**src/rtl/mult_pkg.sv**
```systemverilog
// Shared types for the sequential multiplier: FSM state encoding and step-counter sizing.
// No logic; no latency; no flow control.
package mult_pkg;

  typedef enum logic [1:0] {
    IDLE = 2'd0,
    CALC = 2'd1,
    DONE = 2'd2
  } state_t;

  // Counter only has to reach WIDTH-1
  function automatic int cnt_w(input int width);
    return (width < 2) ? 1 : $clog2(width);
  endfunction

endpackage

```
**src/rtl/addsub_n.sv**
```systemverilog
// Combinational WIDTH-bit adder/subtractor used once per multiply step.
// Zero latency; no flow control.
module addsub_n #(
  parameter int WIDTH = 9
) (
  input  logic [WIDTH-1:0] a,
  input  logic [WIDTH-1:0] b,
  input  logic             sub,
  output logic [WIDTH-1:0] sum
);

  assign sum = sub ? (a - b) : (a + b);

endmodule

```
**src/rtl/seq_multiplier_n.sv**
```systemverilog
// Shift-add multiplier, one multiplier bit per cycle, signed or unsigned operands.
// Out_valid rises WIDTH edges after accept; one operation in flight at a time.
// In_ready only while idle; the result is held in DONE until Out_ready or Abort.
module seq_multiplier_n
  import mult_pkg::*;
#(
  parameter int WIDTH = 8
) (
  input  logic               Clk,
  input  logic               Reset_n,
  input  logic               In_valid,
  output logic               In_ready,
  input  logic [WIDTH-1:0]   Opa,
  input  logic [WIDTH-1:0]   Opb,
  input  logic               Signed_mode,
  input  logic               Abort,
  output logic               Out_valid,
  input  logic               Out_ready,
  output logic [2*WIDTH-1:0] Product,
  output logic               Busy
);

  localparam int CW = cnt_w(WIDTH);

  state_t           state, state_nxt;
  logic [WIDTH-1:0] s_q, a_q, b_q;
  logic             x_q, sgn_q;
  logic [CW-1:0]    cnt_q;
  logic             accept, last_step, step_sub;
  logic [WIDTH:0]   a_ext, s_ext, sum, xa;

  assign last_step = (cnt_q == CW'(WIDTH - 1));

  always_ff @(posedge Clk or negedge Reset_n) begin
    if (!Reset_n) state <= IDLE;
    else          state <= state_nxt;
  end

  always_comb begin
    state_nxt = state;
    In_ready  = 1'b0;
    Busy      = 1'b0;
    Out_valid = 1'b0;
    accept    = 1'b0;
    case (state)
      IDLE: begin
        In_ready = 1'b1;
        if (In_valid) begin
          accept    = 1'b1;
          state_nxt = CALC;
        end
      end
      CALC: begin
        Busy = 1'b1;
        if (Abort)          state_nxt = IDLE;
        else if (last_step) state_nxt = DONE;
      end
      DONE: begin
        Out_valid = 1'b1;
        if (Abort || Out_ready) state_nxt = IDLE;
      end
      default: state_nxt = IDLE;
    endcase
  end

  // Signed mode subtracts the multiplicand on the MSB step (its weight is negative)
  assign a_ext    = sgn_q ? {a_q[WIDTH-1], a_q} : {1'b0, a_q};
  assign s_ext    = sgn_q ? {s_q[WIDTH-1], s_q} : {1'b0, s_q};
  assign step_sub = sgn_q & last_step;

  addsub_n #(
    .WIDTH(WIDTH + 1)
  ) u_addsub (
    .a  (a_ext),
    .b  (s_ext),
    .sub(step_sub),
    .sum(sum)
  );

  assign xa = b_q[0] ? sum : {x_q, a_q};

  always_ff @(posedge Clk or negedge Reset_n) begin
    if (!Reset_n) begin
      s_q   <= '0;
      a_q   <= '0;
      b_q   <= '0;
      x_q   <= 1'b0;
      sgn_q <= 1'b0;
      cnt_q <= '0;
    end else if (accept) begin
      s_q   <= Opa;
      b_q   <= Opb;
      a_q   <= '0;
      x_q   <= 1'b0;
      sgn_q <= Signed_mode;
      cnt_q <= '0;
    end else if (state == CALC && !Abort) begin
      // Right shift of {X,A,B}: X keeps its sign when signed, clears when unsigned
      x_q   <= sgn_q ? xa[WIDTH] : 1'b0;
      a_q   <= xa[WIDTH:1];
      b_q   <= {xa[0], b_q[WIDTH-1:1]};
      cnt_q <= cnt_q + CW'(1);
    end
  end

  assign Product = {a_q, b_q};

endmodule

```
**config.mk**
```make
export PLATFORM = sky130hd
export DESIGN_NAME = seq_multiplier_n
export DESIGN_NICKNAME = d
export VERILOG_FILES = /design/src/rtl/mult_pkg.sv /design/src/rtl/addsub_n.sv /design/src/rtl/seq_multiplier_n.sv
export SDC_FILE = /design/constraint.sdc
export NUM_CORES = 1
export LEC_CHECK = 0
export BUFFER_PORTS_ARGS = -buffer_cell sky130_fd_sc_hd__buf_4
export CAP_MARGIN = 10
export CELL_PAD_IN_SITES_DETAIL_PLACEMENT = 0
export CELL_PAD_IN_SITES_GLOBAL_PLACEMENT = 1
export CORE_MARGIN = 2
export CORE_UTILIZATION = 40
export CTS_BUF_LIST = sky130_fd_sc_hd__clkbuf_8 sky130_fd_sc_hd__clkbuf_16
export CTS_CLUSTER_SIZE = 16
export DETAILED_ROUTE_END_ITERATION = 8
export HOLD_SLACK_MARGIN = 0.05
export PLACE_DENSITY_LB_ADDON = 0.1
export SLEW_MARGIN = 20
export SYNTH_ARGS = -nofsm -noshare
export SYNTH_HDL_FRONTEND = slang
export SYNTH_SLANG_ARGS = --single-unit
export TNS_END_PERCENT = 1
```
**constraint.sdc**
```tcl
create_clock -name Clk -period 3.8 [get_ports Clk]
set_input_delay 0.19 -clock Clk [delete_from_list [all_inputs] [get_ports Clk]]
set_output_delay 0.19 -clock Clk [all_outputs]
set_load 0.02 [all_outputs]
```
[After elaboration in Yosys (flattened, before gate mapping)]
Cells that the tools add are included.
Cells by class
  $add $sub $neg: 3
  equality and inequality tests: 6
  mux-type cells: 23
  bitwise operators: 1
  reductions and logical operators: 6
Operator list (number)
  9-bit 2-to-1 mux: 4
  8-bit 2-to-1 mux: 4
  9-bit adder: 1
  9-bit subtractor: 1
  1-bit 2-to-1 mux: 8
  2-bit 2-to-1 mux: 4
  3-bit 2-to-1 mux: 2
  2-bit one-hot mux with 3 select lines: 1
  2-bit inequality test (second input constant): 2
  3-bit by 1-bit adder with 3-bit output (second input constant): 1
  3-bit equality test (second input constant): 1
  3-bit inequality test (second input constant): 1
  3-bit AND reduction: 1
  2-bit by 1-bit equality test with 1-bit output (second input constant): 1
  2-bit equality test (second input constant): 1
  2-bit zero test: 1
  2-bit nonzero test: 1
  1-bit AND: 1
  1-bit logical AND: 1
  1-bit zero test: 1
  1-bit logical OR: 1
Storage, ports and cells
  register bits after elaboration: 31
  input bits: 22
  output and inout bits: 19
  logic and storage cells: 46

[Logic depth before layout (Yosys ltp)]
  depth after elaboration: 7
  depth in mapped cells: 13
  mapped depth without buffers: 12

[Hierarchy]
From an unflattened synthesis, not the netlist that was laid out.
Unflattened totals
  cell total of the unflattened synthesis: 186
  area, all modules: 1986.9 sq um
By module, submodules not included
  seq_multiplier_n: instances 1, cells an instance 118, area each 1462.7 sq um, seq. area each 775.7 sq um
  addsub_n: instances 1, cells an instance 68, area each 524.3 sq um, seq. area each 0.0 sq um

[Worst setup path after synthesis]
No wires, ideal clock.
  path type: register -> register
  start: register cnt_q[0]
  end: register a_q[7]
  setup time: 118 ps
  arrival: 2654 ps
  data required time: 3682 ps
  setup slack: 1028 ps
  stages on the path, launching flop included: 13
  buffers on the path: 1
  period minus slack after synthesis: 2772 ps
  path through: dfrtp_1 -> ha_1 -> ha_1 -> and2_4 -> buf_6 -> mux2i_1 -> fa_1 -> a211oi_1 -> o21ai_0 -> a31oi_1 -> xnor2_1 -> a21oi_1 -> a21o_1
On the way
  word-level cells in the longest chain between the ends: 6
Ends and longest elaborated chain
  from (decl): line seq_multiplier_n.sv:28  | logic [CW-1:0] cnt_q;
  from (signal assigned): line seq_multiplier_n.sv:102  | cnt_q <= cnt_q + CW'(1);
  3-bit equality test: line seq_multiplier_n.sv:32  | assign last_step = (cnt_q == CW'(WIDTH - 1));
  1-bit AND: line seq_multiplier_n.sv:69  | assign step_sub = sgn_q & last_step;
  9-bit 2-to-1 mux: line addsub_n.sv:12  | assign sum = sub ? (a - b) : (a + b);
  9-bit 2-to-1 mux: line seq_multiplier_n.sv:80  | assign xa = b_q[0] ? sum : {x_q, a_q};
  8-bit 2-to-1 mux: line seq_multiplier_n.sv:97  | end else if (state == CALC && !Abort) begin
  8-bit 2-to-1 mux: line seq_multiplier_n.sv:90  | end else if (accept) begin
  to (signal assigned): line seq_multiplier_n.sv:100  | a_q <= xa[WIDTH:1];
  to (decl): line seq_multiplier_n.sv:26  | logic [WIDTH-1:0] s_q, a_q, b_q;
Every way passes these cells. The select of a mux whose other input is x is not followed.
A chain may end at the register's enable or synchronous reset.

[Worst setup path after layout]
Ends and elaborated chain as after synthesis.

==> results.md <==
- The number of max-slew violations in the final report is 0.
- The placement row count is 24.
- The maximum fanout along the worst path is 8.
- The sum of overflow across all layers after global routing is 0.
- The cell type with the highest aggregate area in the netlist is sky130_fd_sc_hd__dfrtp_1.
- For the worst setup path, the data required time is approximately 4000 ps.
- Setup repair after global routing left no endpoint under its margin.
- The level count of the clock H-tree is 2.
- The critical path contains buffers and inverters numbering 0 combined.
- The worst slew margin relative to its limit is 0.423.
- The number of gates resized after cts is 0.
- The post-detailed-route count of antenna-violating nets is 0.
- The overall routed net length is 4210 microns.
- Clock skew on the completed layout was measured at approximately 3.3 ps.
- 41 I/O pins were placed.
- In this run the register-to-register setup slack is 810 ps.
- In the final layout, the share of cells above drive strength 1 is 0.206.
- During placement, the flow inserted port buffers numbering 40.
- The routed length per instance is 13.8 microns.
- After synthesis, the most frequently instantiated cells are sky130_fd_sc_hd__nand2_1, sky130_fd_sc_hd__dfrtp_1, sky130_fd_sc_hd__nor2_1.
- The cell area after placement is approximately 2200 sq um.
- Across the whole layout, storage elements account for 776 sq um.
- The number of nets in the final layout is 286.
- The class of the tightest hold or removal check is primary input to register.
- For this run, the number of Yosys warnings is 0.
- Counting flops with an async set or reset pin after synthesis yields a share of 1.00.
- Dividing the final minimum period by the clock period gives 0.787.
- The clock root buffer master is sky130_fd_sc_hd__clkbuf_8.
- The arrival time of data at the critical path endpoint is around 3200 ps.
- The per-cell via count in the routed design is 5.32.
- The final-layout setup total negative slack is 0 ps.
- The cell count after synthesis is 212.
- For this run, the top clock speed supported by timing is 0.334 GHz.
- The count of TritonRoute iterations in the first routing pass is 4.
- Of the synthesized area, sequential elements account for 0.417.
- Detailed placement finished with a half-perimeter wire length of 3100 microns.
- The area added between synthesis and finish is 24.5%.
- In this run, synthesis inferred 0 flip-flops with an integrated enable.
- The static leakage is 1.13 nW.
- The area share of the largest cell type after synthesis is 0.417.
- The main flop type after synthesis is sky130_fd_sc_hd__dfrtp_1.
- After routing the design area is 2320 sq um.
- From left edge to right edge, the die measures 72.2 microns.
- Entering global routing, the biggest net connects 32 pins.
- The worst setup path is captured at a register.
- The leading cell type by number of instances after synthesis is sky130_fd_sc_hd__nand2_1.
- The critical path's top delay family is compound AO/OA/AOI/OAI gates.
- The number of nets handed over by synthesis was 246.
- 0 antenna diodes ended up in the layout.
- In this run, synthesis produced a sequential element count of 31.
- TritonCTS built the clock tree.
- The number of antenna violations at the first check in global routing is 0.
- The buffer levels on the longest clock path is 2.
- The detailed router finished its first iteration with 94 violations.
- After detailed routing, the number of remaining DRC violations is 0.
- The core region is ~4400 sq um.
- The cell area power density is 681 nW/um^2.
- The post-synthesis area per instance is approximately 9 sq um.
- The flow ran to the end, and the final reports show no timing, DRC or antenna violations.
- The number of global-route vias before repair was 1550.
- In the final layout, the multi-input gates occupy 1010 sq um.
- In the global route stage, overall resource usage came out at 0.181.
- In this run, distinct cell masters in the synthesized netlist total 40.
- The detailed router placed approximately 1600 vias in this run.
- For the pin with the worst max-slew slack, the measured transition is 863 ps.
- After layout, the minimum clock period comes to 2990 ps.
- The initial core utilization is 0.421.
- The first-pass GRT wire length is 7380 microns.
- The routability-driven placement congestion ratio is 0.825.
- Among all stages on the critical path, the largest delay is contributed by sky130_fd_sc_hd__fa_1.
- By instance count, the cell type seen most on the critical path is sky130_fd_sc_hd__ha_1.
- STA classifies the critical path startpoint as a register.
- The die area is 5210 sq um.
- The number of max-cap violations is 0.
- The largest stage delay on the critical path is 470 ps.
- The number of clock buffers inserted by TritonCTS is 5.
- The floorplan step set the die height to approximately 72 microns.
- After synthesis, the cell types taking the most area are sky130_fd_sc_hd__dfrtp_1, sky130_fd_sc_hd__nand2_1, sky130_fd_sc_hd__ha_1.
- The peak ir drop on the vdd network is between 0.0002 and 0.0003 V.
- The minimum setup slack after placement is 832 ps.
- The post-CTS clock slew at the launch and capture registers of the worst setup and hold paths is 70 ps.
- The post-synth design cell area is 1860 sq um.
- The setup path with the least slack is of type register to register.
- After filler insertion, the fill cell instance count of the layout stands at 425.
- Buffers inserted to repair hold after CTS numbered 1.
- The signal on the critical path passes through ha_1, ha_1, and2_4, mux2i_1, fa_1, a211oi_1, o21ai_0, a31oi_1, xnor2_1, a21oi_1, a21o_1.
- After layout, the worst setup slack is ~810 ps.
- The clock sink count is 31.
- Setup violations remaining at the end of the flow were counted as 0.
- The setup fix buffers added after clock tree synthesis is 0.
- The clock latency reported for the late side of the worst-skew pair is 280 ps.
- The final-report hold violation count is 0.
==> routing by layer <==
layer,GRT usage,routed length [microns],up-vias
met1,0.257,2090,767
li1,-,-,819
met4,0.0503,46,0
met5,0,0,-
met3,0.0472,200,6
met2,0.275,1870,31
==> sequential cells by signal (all words and copies together) (netlist names) <==
name,flops
state,2
a_q,8
sgn_q,1
x_q,1
s_q,8
cnt_q,3
b_q,8
==> cell type report <==
class | count | share of cell area
Multi-Input combinational cell | 164 | 0.436
Sequential cell | 31 | 0.335
Timing Repair Buffer | 42 | 0.137
Clock buffer | 6 | 0.0357
Tap cell | 52 | 0.0281
Clock inverter | 2 | 0.0151
Inverter | 8 | 0.0130
==> report_power, final <==
| group | switching [mW] | internal (mW) | total (mW) |
|---|---|---|---|
| clock network | 0.128 | 0.212 | 0.340 |
| logic | 0.384 | 0.337 | 0.721 |
| registers | 0.102 | 0.414 | 0.517 |
==> layout by cell type (no fill, tap or decap), types with 5 or more instances in the layout <==
| cell type | n |
|---|---|
| sky130_fd_sc_hd__nand2_1 | 41 |
| sky130_fd_sc_hd__buf_4 | 41 |
| sky130_fd_sc_hd__dfrtp_1 | 31 |
| sky130_fd_sc_hd__nor2_1 | 21 |
| sky130_fd_sc_hd__o21ai_0 | 11 |
| sky130_fd_sc_hd__ha_1 | 11 |
| sky130_fd_sc_hd__xnor2_1 | 9 |
| sky130_fd_sc_hd__inv_1 | 8 |
| sky130_fd_sc_hd__nor3_1 | 8 |
| sky130_fd_sc_hd__a21oi_1 | 7 |
| sky130_fd_sc_hd__a31oi_1 | 7 |
| sky130_fd_sc_hd__clkbuf_8 | 6 |
| sky130_fd_sc_hd__o21ai_1 | 5 |
==> worst paths after layout <==
path                       cells after the start  endpoint     start
min in group asynchronous                      2    b_q[4]   Reset_n
max reg2reg                                   11    a_q[7]  cnt_q[0]
max in group asynchronous                      2    s_q[5]   Reset_n
max                                           11    a_q[7]  cnt_q[0]
min                                            2  state[1]     Abort
min reg2reg                                    1  state[0]  state[1]
==> logic make-up after synthesis <==
| family | count (synthesis) | synth area share |
|---|---|---|
| buffers and inverters | 17 | 0.0403 |
| AOI/OAI and AO/OA | 53 | 0.185 |
| DFF | 31 | 0.417 |
| xor gates and xnor gates | 12 | 0.0565 |
| adders and majority gates | 12 | 0.0847 |
| muxes | 4 | 0.0222 |
| and+or+nand+nor | 83 | 0.194 |
==> stage by stage <==
stage / util / hold WS (ps) / instances / power [mW]
2_1_floorplan: - / -106 / 212 / 1.02
3_3_place_gp: 0.496 / 147 / 296 / 1.25
3_5_place_dp: 0.496 / 150 / 296 / 1.25
4_1_cts: 0.525 / 64.1 / 305 / 1.59
5_1_grt: 0.525 / 71.1 / 305 / 1.71
6_report: 0.525 / 75.8 / 305 / 1.58
Note: power is estimated with default switching activity, not from simulation.
